$ cat src/rtl/mem_burst_ctrl.sv
// mem_burst_ctrl: burst read/write front end for the coprocessor's operand
// storage. Wraps an inferred synchronous single-port RAM and accepts one
// command per start strobe. Completion is signalled by a one-cycle done.
//
// Build option: define MEMBURST_BOUNDS_CHECK_EN to reject bursts that would
// run past the top address. A rejected burst completes with done and err both
// high and does not touch the RAM. Without the macro there is no err port and
// such bursts wrap back to address 0.
//
// Ports:
//   clk        rising-edge clock
//   reset      synchronous, active-high reset
//   start      command strobe, sampled only while idle
//   wr         1 = write burst, 0 = read burst
//   address    start address of the burst
//   len        burst length minus one
//   data_in    write beat data
//   in_valid   data_in valid
//   in_ready   write beat accepted this cycle when in_valid is high
//   data_out   read beat data, holds its value between beats
//   out_valid  data_out valid (no backpressure)
//   busy       command in progress, including the done cycle
//   done       one-cycle completion pulse
//   err        (MEMBURST_BOUNDS_CHECK_EN only) out-of-range command rejected
//
// States:
//   state   | meaning
//   IDLE    | waiting for start
//   WRITE   | in_ready high, one beat written per in_valid cycle
//   READ    | one address issued per cycle, read pipeline filling/streaming
//   DRAIN   | final read beat on data_out
//   DONE    | done pulse, busy still high

module mem_burst_ctrl #(
    parameter int DATA_W = 16,
    parameter int ADDR_W = 8,
    parameter int LEN_W  = 4
) (
    input  logic              clk,
    input  logic              reset,
    input  logic              start,
    input  logic              wr,
    input  logic [ADDR_W-1:0] address,
    input  logic [LEN_W-1:0]  len,
    input  logic [DATA_W-1:0] data_in,
    input  logic              in_valid,
    output logic              in_ready,
    output logic [DATA_W-1:0] data_out,
    output logic              out_valid,
    output logic              busy,
    output logic              done
`ifdef MEMBURST_BOUNDS_CHECK_EN
    ,
    output logic              err
`endif
);

    localparam int DEPTH = 2**ADDR_W;

    typedef enum logic [2:0] {
        S_IDLE,
        S_WRITE,
        S_READ,
        S_DRAIN,
        S_DONE
    } state_t;

    state_t            state;
    logic [ADDR_W-1:0] ptr;
    logic [LEN_W-1:0]  cnt;
    logic              issue_done;
    logic              ram_v;
    logic              ram_last;
    logic [DATA_W-1:0] ram_q;
    logic              mem_we;
    logic              mem_re;

    logic [DATA_W-1:0] mem [DEPTH];

    // Reset must suppress a beat presented on the same edge.
    assign mem_we = (state == S_WRITE) && in_valid && !reset;
    assign mem_re = (state == S_READ) && !issue_done && !reset;

    // RAM contents survive reset, so this block has none.
    always_ff @(posedge clk) begin
        if (mem_we) begin
            mem[ptr] <= data_in;
        end
        if (mem_re) begin
            ram_q <= mem[ptr];
        end
    end

`ifdef MEMBURST_BOUNDS_CHECK_EN
    // One extra bit so address + len cannot overflow in the comparison.
    localparam int SUM_W = ((ADDR_W > LEN_W) ? ADDR_W : LEN_W) + 1;

    logic [SUM_W-1:0] end_addr;
    logic             cmd_oob;

    assign end_addr = SUM_W'(address) + SUM_W'(len);
    assign cmd_oob  = end_addr > SUM_W'(DEPTH - 1);
`endif

    // Read path is two register stages: the RAM output register (ram_q,
    // tagged by ram_v/ram_last), then data_out. READ is left only once the
    // last beat sits in ram_q, so that beat appears on data_out during DRAIN.
    always_ff @(posedge clk) begin
        if (reset) begin
            state      <= S_IDLE;
            ptr        <= '0;
            cnt        <= '0;
            issue_done <= 1'b0;
            ram_v      <= 1'b0;
            ram_last   <= 1'b0;
            in_ready   <= 1'b0;
            data_out   <= '0;
            out_valid  <= 1'b0;
            busy       <= 1'b0;
            done       <= 1'b0;
`ifdef MEMBURST_BOUNDS_CHECK_EN
            err        <= 1'b0;
`endif
        end else begin
            case (state)
                S_IDLE: begin
                    if (start) begin
                        ptr  <= address;
                        cnt  <= len;
                        busy <= 1'b1;
`ifdef MEMBURST_BOUNDS_CHECK_EN
                        if (cmd_oob) begin
                            state <= S_DONE;
                            done  <= 1'b1;
                            err   <= 1'b1;
                        end else
`endif
                        if (wr) begin
                            state    <= S_WRITE;
                            in_ready <= 1'b1;
                        end else begin
                            state      <= S_READ;
                            issue_done <= 1'b0;
                            ram_v      <= 1'b0;
                            ram_last   <= 1'b0;
                        end
                    end
                end

                S_WRITE: begin
                    if (in_valid) begin
                        ptr <= ptr + 1'b1;
                        cnt <= cnt - 1'b1;
                        if (cnt == '0) begin
                            state    <= S_DONE;
                            in_ready <= 1'b0;
                            done     <= 1'b1;
                        end
                    end
                end

                S_READ: begin
                    out_valid <= ram_v;
                    if (ram_v) begin
                        data_out <= ram_q;
                    end
                    if (!issue_done) begin
                        ptr      <= ptr + 1'b1;
                        cnt      <= cnt - 1'b1;
                        ram_v    <= 1'b1;
                        ram_last <= (cnt == '0);
                        if (cnt == '0) begin
                            issue_done <= 1'b1;
                        end
                    end else begin
                        ram_v <= 1'b0;
                    end
                    if (ram_v && ram_last) begin
                        state <= S_DRAIN;
                    end
                end

                S_DRAIN: begin
                    out_valid <= 1'b0;
                    done      <= 1'b1;
                    state     <= S_DONE;
                end

                S_DONE: begin
                    done  <= 1'b0;
                    busy  <= 1'b0;
`ifdef MEMBURST_BOUNDS_CHECK_EN
                    err   <= 1'b0;
`endif
                    state <= S_IDLE;
                end

                default: begin
                    state <= S_IDLE;
                end
            endcase
        end
    end

endmodule

$ cat config.mk
export PLATFORM = sky130hd
export DESIGN_NAME = mem_burst_ctrl
export DESIGN_NICKNAME = d
export VERILOG_FILES = /design/src/rtl/mem_burst_ctrl.sv
export SDC_FILE = /design/constraint.sdc
export NUM_CORES = 2
export LEC_CHECK = 0
export BUFFER_PORTS_ARGS = -buffer_cell sky130_fd_sc_hd__buf_2
export CAP_MARGIN = 0
export CORE_ASPECT_RATIO = 1.2
export CORE_MARGIN = 4
export CORE_UTILIZATION = 45
export CTS_BUF_LIST = sky130_fd_sc_hd__clkbuf_4
export DETAILED_ROUTE_END_ITERATION = 7
export PLACE_DENSITY = 0.67
export SLEW_MARGIN = 5
export SYNTH_ARGS = -nofsm -noshare
export SYNTH_HDL_FRONTEND = slang
export SYNTH_SLANG_ARGS = --single-unit
$ cat constraint.sdc
create_clock -name clk -period 5.2 [get_ports clk]
set_input_delay 0.78 -clock clk [delete_from_list [all_inputs] [get_ports clk]]
set_output_delay 0.78 -clock clk [all_outputs]
set_load 0.02 [all_outputs]
# Yosys cells after proc, flatten, opt, wreduce, memory -nomap -nowiden

Memories as Yosys holds them, arrays and structs flattened. A register that Yosys moved wholly into a read port is not among the register bits.
Index checks and enable logic that the tools add are counted.

Add/sub/neg operators: 2
Equal/unequal tests: 11
Muxes and demuxes: 36
Reductions and logical operators: 23

Operators by type and width:

| cell                | number |
|---|---|
| $mux 8              | 3 |
| $pmux 8 s3          | 1 |
| $mux 1              | 15 |
| $mux 3              | 4 |
| $mux 4              | 3 |
| $pmux 1 s2          | 6 |
| $pmux 3 s4          | 1 |
| $pmux 4 s3          | 1 |
| $reduce_and 4->1    | 3 |
| $ne 2x2->1 const B  | 5 |
| $add 8x1->8 const B | 1 |
| $reduce_bool 2->1   | 4 |
| $eq 3x2->1 const B  | 2 |
| $reduce_and 3->1    | 2 |
| $reduce_bool 3->1   | 2 |
| $logic_and 1x1->1   | 5 |
| $reduce_and 5->1    | 1 |
| $logic_not 4->1     | 1 |
| $ne 2x1->1 const B  | 2 |
| $reduce_and 2->1    | 2 |
| $sub 4x1->4 const B | 1 |
| $eq 3x1->1 const B  | 1 |
| $eq 3x3->1 const B  | 1 |
| $logic_not 3->1     | 1 |
| other kinds (3)     | 4 |

Register bits after elaboration: 38
Memory bits (writable): 4096
Bits of input ports: 33
Output and inout bits: 20
Word-level logic and storage cells: 84
Memories: 1

Memories:

| name | words | width | read ports | clocked after memory_dff | write ports | line | RTL |
|---|---|---|---|---|---|---|---|
| mem  | 256   | 16    | 1          | 1                        | 1           | 78   | `logic [DATA_W-1:0] mem [DEPTH];` |

# Depth between registers and ports, before layout

Depth in word-level cells: 5
Mapped depth: 10
Depth with buffers taken out: 8

# Worst setup path after synthesis

Ideal clock, no wire load.

Path type: input to register
Start point: input in_valid
End point: memory mem[100][0], enable pin
Arrival: 2945 ps
Required time: 4812 ps
Path slack: 1867 ps
Stages on the path: 6
Path buffers: 2
Cells stage by stage: nand2_1 nor4_1 clkbuf_1 nand3_1 clkbuf_1 nor2_1

Longest elaborated chain between the ends: 4

RTL lines:

| item                            | line | RTL |
|---|---|---|
| from (decl)                     | 46   | `input logic in_valid,` |
| $logic_and 1x1->1 (2 in series) | 81   | `assign mem_we = (state == S_WRITE) && in_valid && !reset;` |
| $mux 1                          | 86   | `if (mem_we) begin` |
| $mux 1 (implied by the code)    | 87   | `mem[ptr] <= data_in;` |
| to (decl)                       | 78   |  |

No other way between the ends.

==> results.cfg <==
[critical_path]
r2r_slack_ns = 0.73
endpoint = ram_q[2]
critPathMaxFanout = 66
end_kind = flip-flop
r2r-start = ptr[0]
startpoint = ptr[0]
cp.required_ns = 6.44
arrival_ns = 5.71
cp-start-kind = flip-flop
reg2reg_depth = 9
crit_type = flip-flop to flip-flop
reg2reg_to = ram_q[2]

[grt]
grt_overflow_total = 0
grt_max_degree = 169
grt_pass1_wl_um = 585000
grt_antenna_before_repair = 13
grt_pass1_vias = 82000
grt_usage_pct = 22.3

[sta]
skew_ns = 0.170
finalSetupTns_ns = 0
final-hold-violation-count = 0
period_share_pct = 86.0
fin_ws_ns = 0.730
finalSetupViolCount = 0
fmax_ghz = 0.224
drv_slew = 0
slew_headroom_pct = 9.57
min_period_ns = 4.47
worst_pin_slew_ns = 1.35
rsz0062_at_grt = no

[yosys]
ys_seq_area_share_pct = 79.0
yosys.cell_types.count = 41
ys.warnings.count = 0
synth.avg_cell_area_um2 = 22.6
netlist_area_um2 = 157000
netlist_instances = 6968
synth.ff_latch_count = 4150
synthesis.nets = 7006

[detailed_routing]
via_count = 80400
dr.pass1.iters = 7
post-route-drc-count = 0
drt_iter0_drc = 10100
wl_um = 406000
drt-wirelength-per-cell_um = 30.1
routed_via_density = 5.97
ant_nets = 0

[floorplan]
io_pins = 53
dieArea_um2 = 359000
die_width_um = 548
fp.dieH_um = 656
rows = 237
initial_core_util_pct = 45.2
core-area_um2 = 348000

[finish]
area_growth_syn_to_layout_pct = 13.8
final_area_um2 = 179000
fin_nets = 8107
fin_util_pct = 51.5
n_fill_cell = 27200
final_layout_size_suffix_gt1_share_pct = 35.1

[cts]
clockBufferDepth = 4
cts_tree = done
clockRootBuffer = clkbuf_4
cts_resized = 0
htreeDepth = 6
path_clk_slew_ns = 0.07
insertion_delay_ns = 1.48
cts.sinks = 4150
cts_buffers = 926
post-cts-setup-buffer-count = 0
cts_hold_buf = 39

[placement]
placed_area_um2 = 166000
port_buffers = 52
place_hpwl_um = 236000
place_ws_ns = 0.751
place.gp.congestion = 0.889

[job]
drv_cap = 0

[power_and_ir_drop]
ir_drop_mv = 0.275
p_total_uw = 77300
powerDensity_nw_per_um2 = 432
cellLeakagePower_uw = 0.0555

[status]
status = finished, final reports clean

[hold_path]
hold_start = address[5]
min_path_type = primary input to flip-flop
[registers in the layout (all words and copies together) (netlist names), 3 cells and up]
| signal | flops |
|---|---|
| ptr | 8 |
| data_out | 16 |
| cnt | 4 |
| mem | 4096 |
| ram_q | 16 |
| state | 3 |
[kinds of logic (layout without fill, tap and decap cells)]
logic type / count (synthesis) / in the layout / synth area share (%)
adder cells (fa/ha/maj): 5 / 5 / 0.0398
AO/OA/AOI/OAI: 878 / 878 / 3.69
flip-flops: 4150 / 4150 / 79.0
multiplexers: 1024 / 1024 / 14.7
AND/OR/NAND/NOR: 474 / 474 / 1.33
buffers and inverters: 437 / 2272 / 1.26
other: 0 / 13 / 0
[worst min path at each step]
stage                to  slack (ns)  depth (start not counted)
6_report         ptr[5]        0.27                          4
5_1_grt          ptr[5]        0.18                          4
2_1_floorplan  ram_last        0.46                          2
3_3_place_gp   ram_last        0.48                          2
4_1_cts        state[1]        0.12                          4
3_5_place_dp   ram_last        0.50                          2
[cell usage after synthesis, drive strengths merged]
cell type  number  area, um2
inv             7       26.3
nand3          26        130
nor4           65        407
nor2          277       1040
a21o            3       22.5
o21ai          14       70.1
edfxtp       4112     123000
o41ai           1       8.76
a211oi          5       37.5
nand2          60        225
nor4b           1       8.76
clkbuf        272       1020
o21ba           1       10.0
a31oi           1       6.26
a221oi          2       17.5
o21a            2       15.0
and3            1       6.26
ha              5       62.6
nor3            2       10.0
o211ai          1       7.51
nor2b           6       37.5
dfxtp          38        761
o311a           1       10.0
nand2b         12       75.1
buf           158        936
a21boi          1       7.51
or3             2       12.5
o31ai           3       22.5
o22ai          32        200
mux4         1024      23100
nand3b          1       7.51
a22oi         516       3870
nand4           2       12.5
and2            1       6.26
or2            18        113
a21oi         290       1450
a311oi          5       43.8
[worst max-delay path: stages (launching register included)]
cell     delay, ns
dfxtp_4       0.75
buf_12        0.30
buf_12        0.43
mux4_2        0.59
a22oi_1       0.38
a21oi_1       0.19
nor4_1        0.72
buf_4         0.29
o22ai_1       0.12
or2_1         0.27
[cells in the final DEF (no fill, tap or decap), types with 14 or more instances in the layout]
cell type and n:
clkinv_2 17, o22ai_1 32, buf_12 64, dlygate4sd3_1 39, nor2_1 268, a21oi_1 288, clkinv_1 204, a22oi_1 516
nor4_1 60, clkbuf_4 1388, buf_4 448, o21ai_0 14, buf_8 16, edfxtp_1 4112, nand3_2 16, mux4_2 1024
dfxtp_1 36, bufinv_16 17, or2_1 16, nand2_1 59, buf_2 36
[through the flow]
stage | hold WS [ns] | std cells
CTS | 0.122 | 13500
global placement | 0.476 | 11800
finish | 0.269 | 13500
global route | 0.180 | 13500
floorplan | 0.462 | 6968
detailed placement | 0.501 | 11800
[where the power goes]
group | internal [uW] | leakage [uW] | switching [uW]
clock network | 13000 | 0.00713 | 12300
logic | 5930 | 0.0111 | 8970
registers | 36900 | 0.0373 | 184
total | 55800 | 0.0555 | 21500
[area by class of cell]
class	count	area, um2	area share, %
inverter	7	26.3	0.0147
timing repair buffer	603	5460	3.05
clock inverter	274	1650	0.920
sequential	4150	124000	69.5
tap	4660	5830	3.26
clock buffer	1388	10400	5.83
antenna	13	32.5	0.0182
multi-input combinational	2381	31200	17.4
[per-layer routing]
metal	track usage, %	up-vias	wire length [um]
met3	4.26	697	37700
met4	9.78	4	18000
met1	29.8	42400	149000
li1	-	32700	-
met2	36.1	4604	201000
met5	0	-	27
Note: power is estimated with default switching activity, not from simulation.
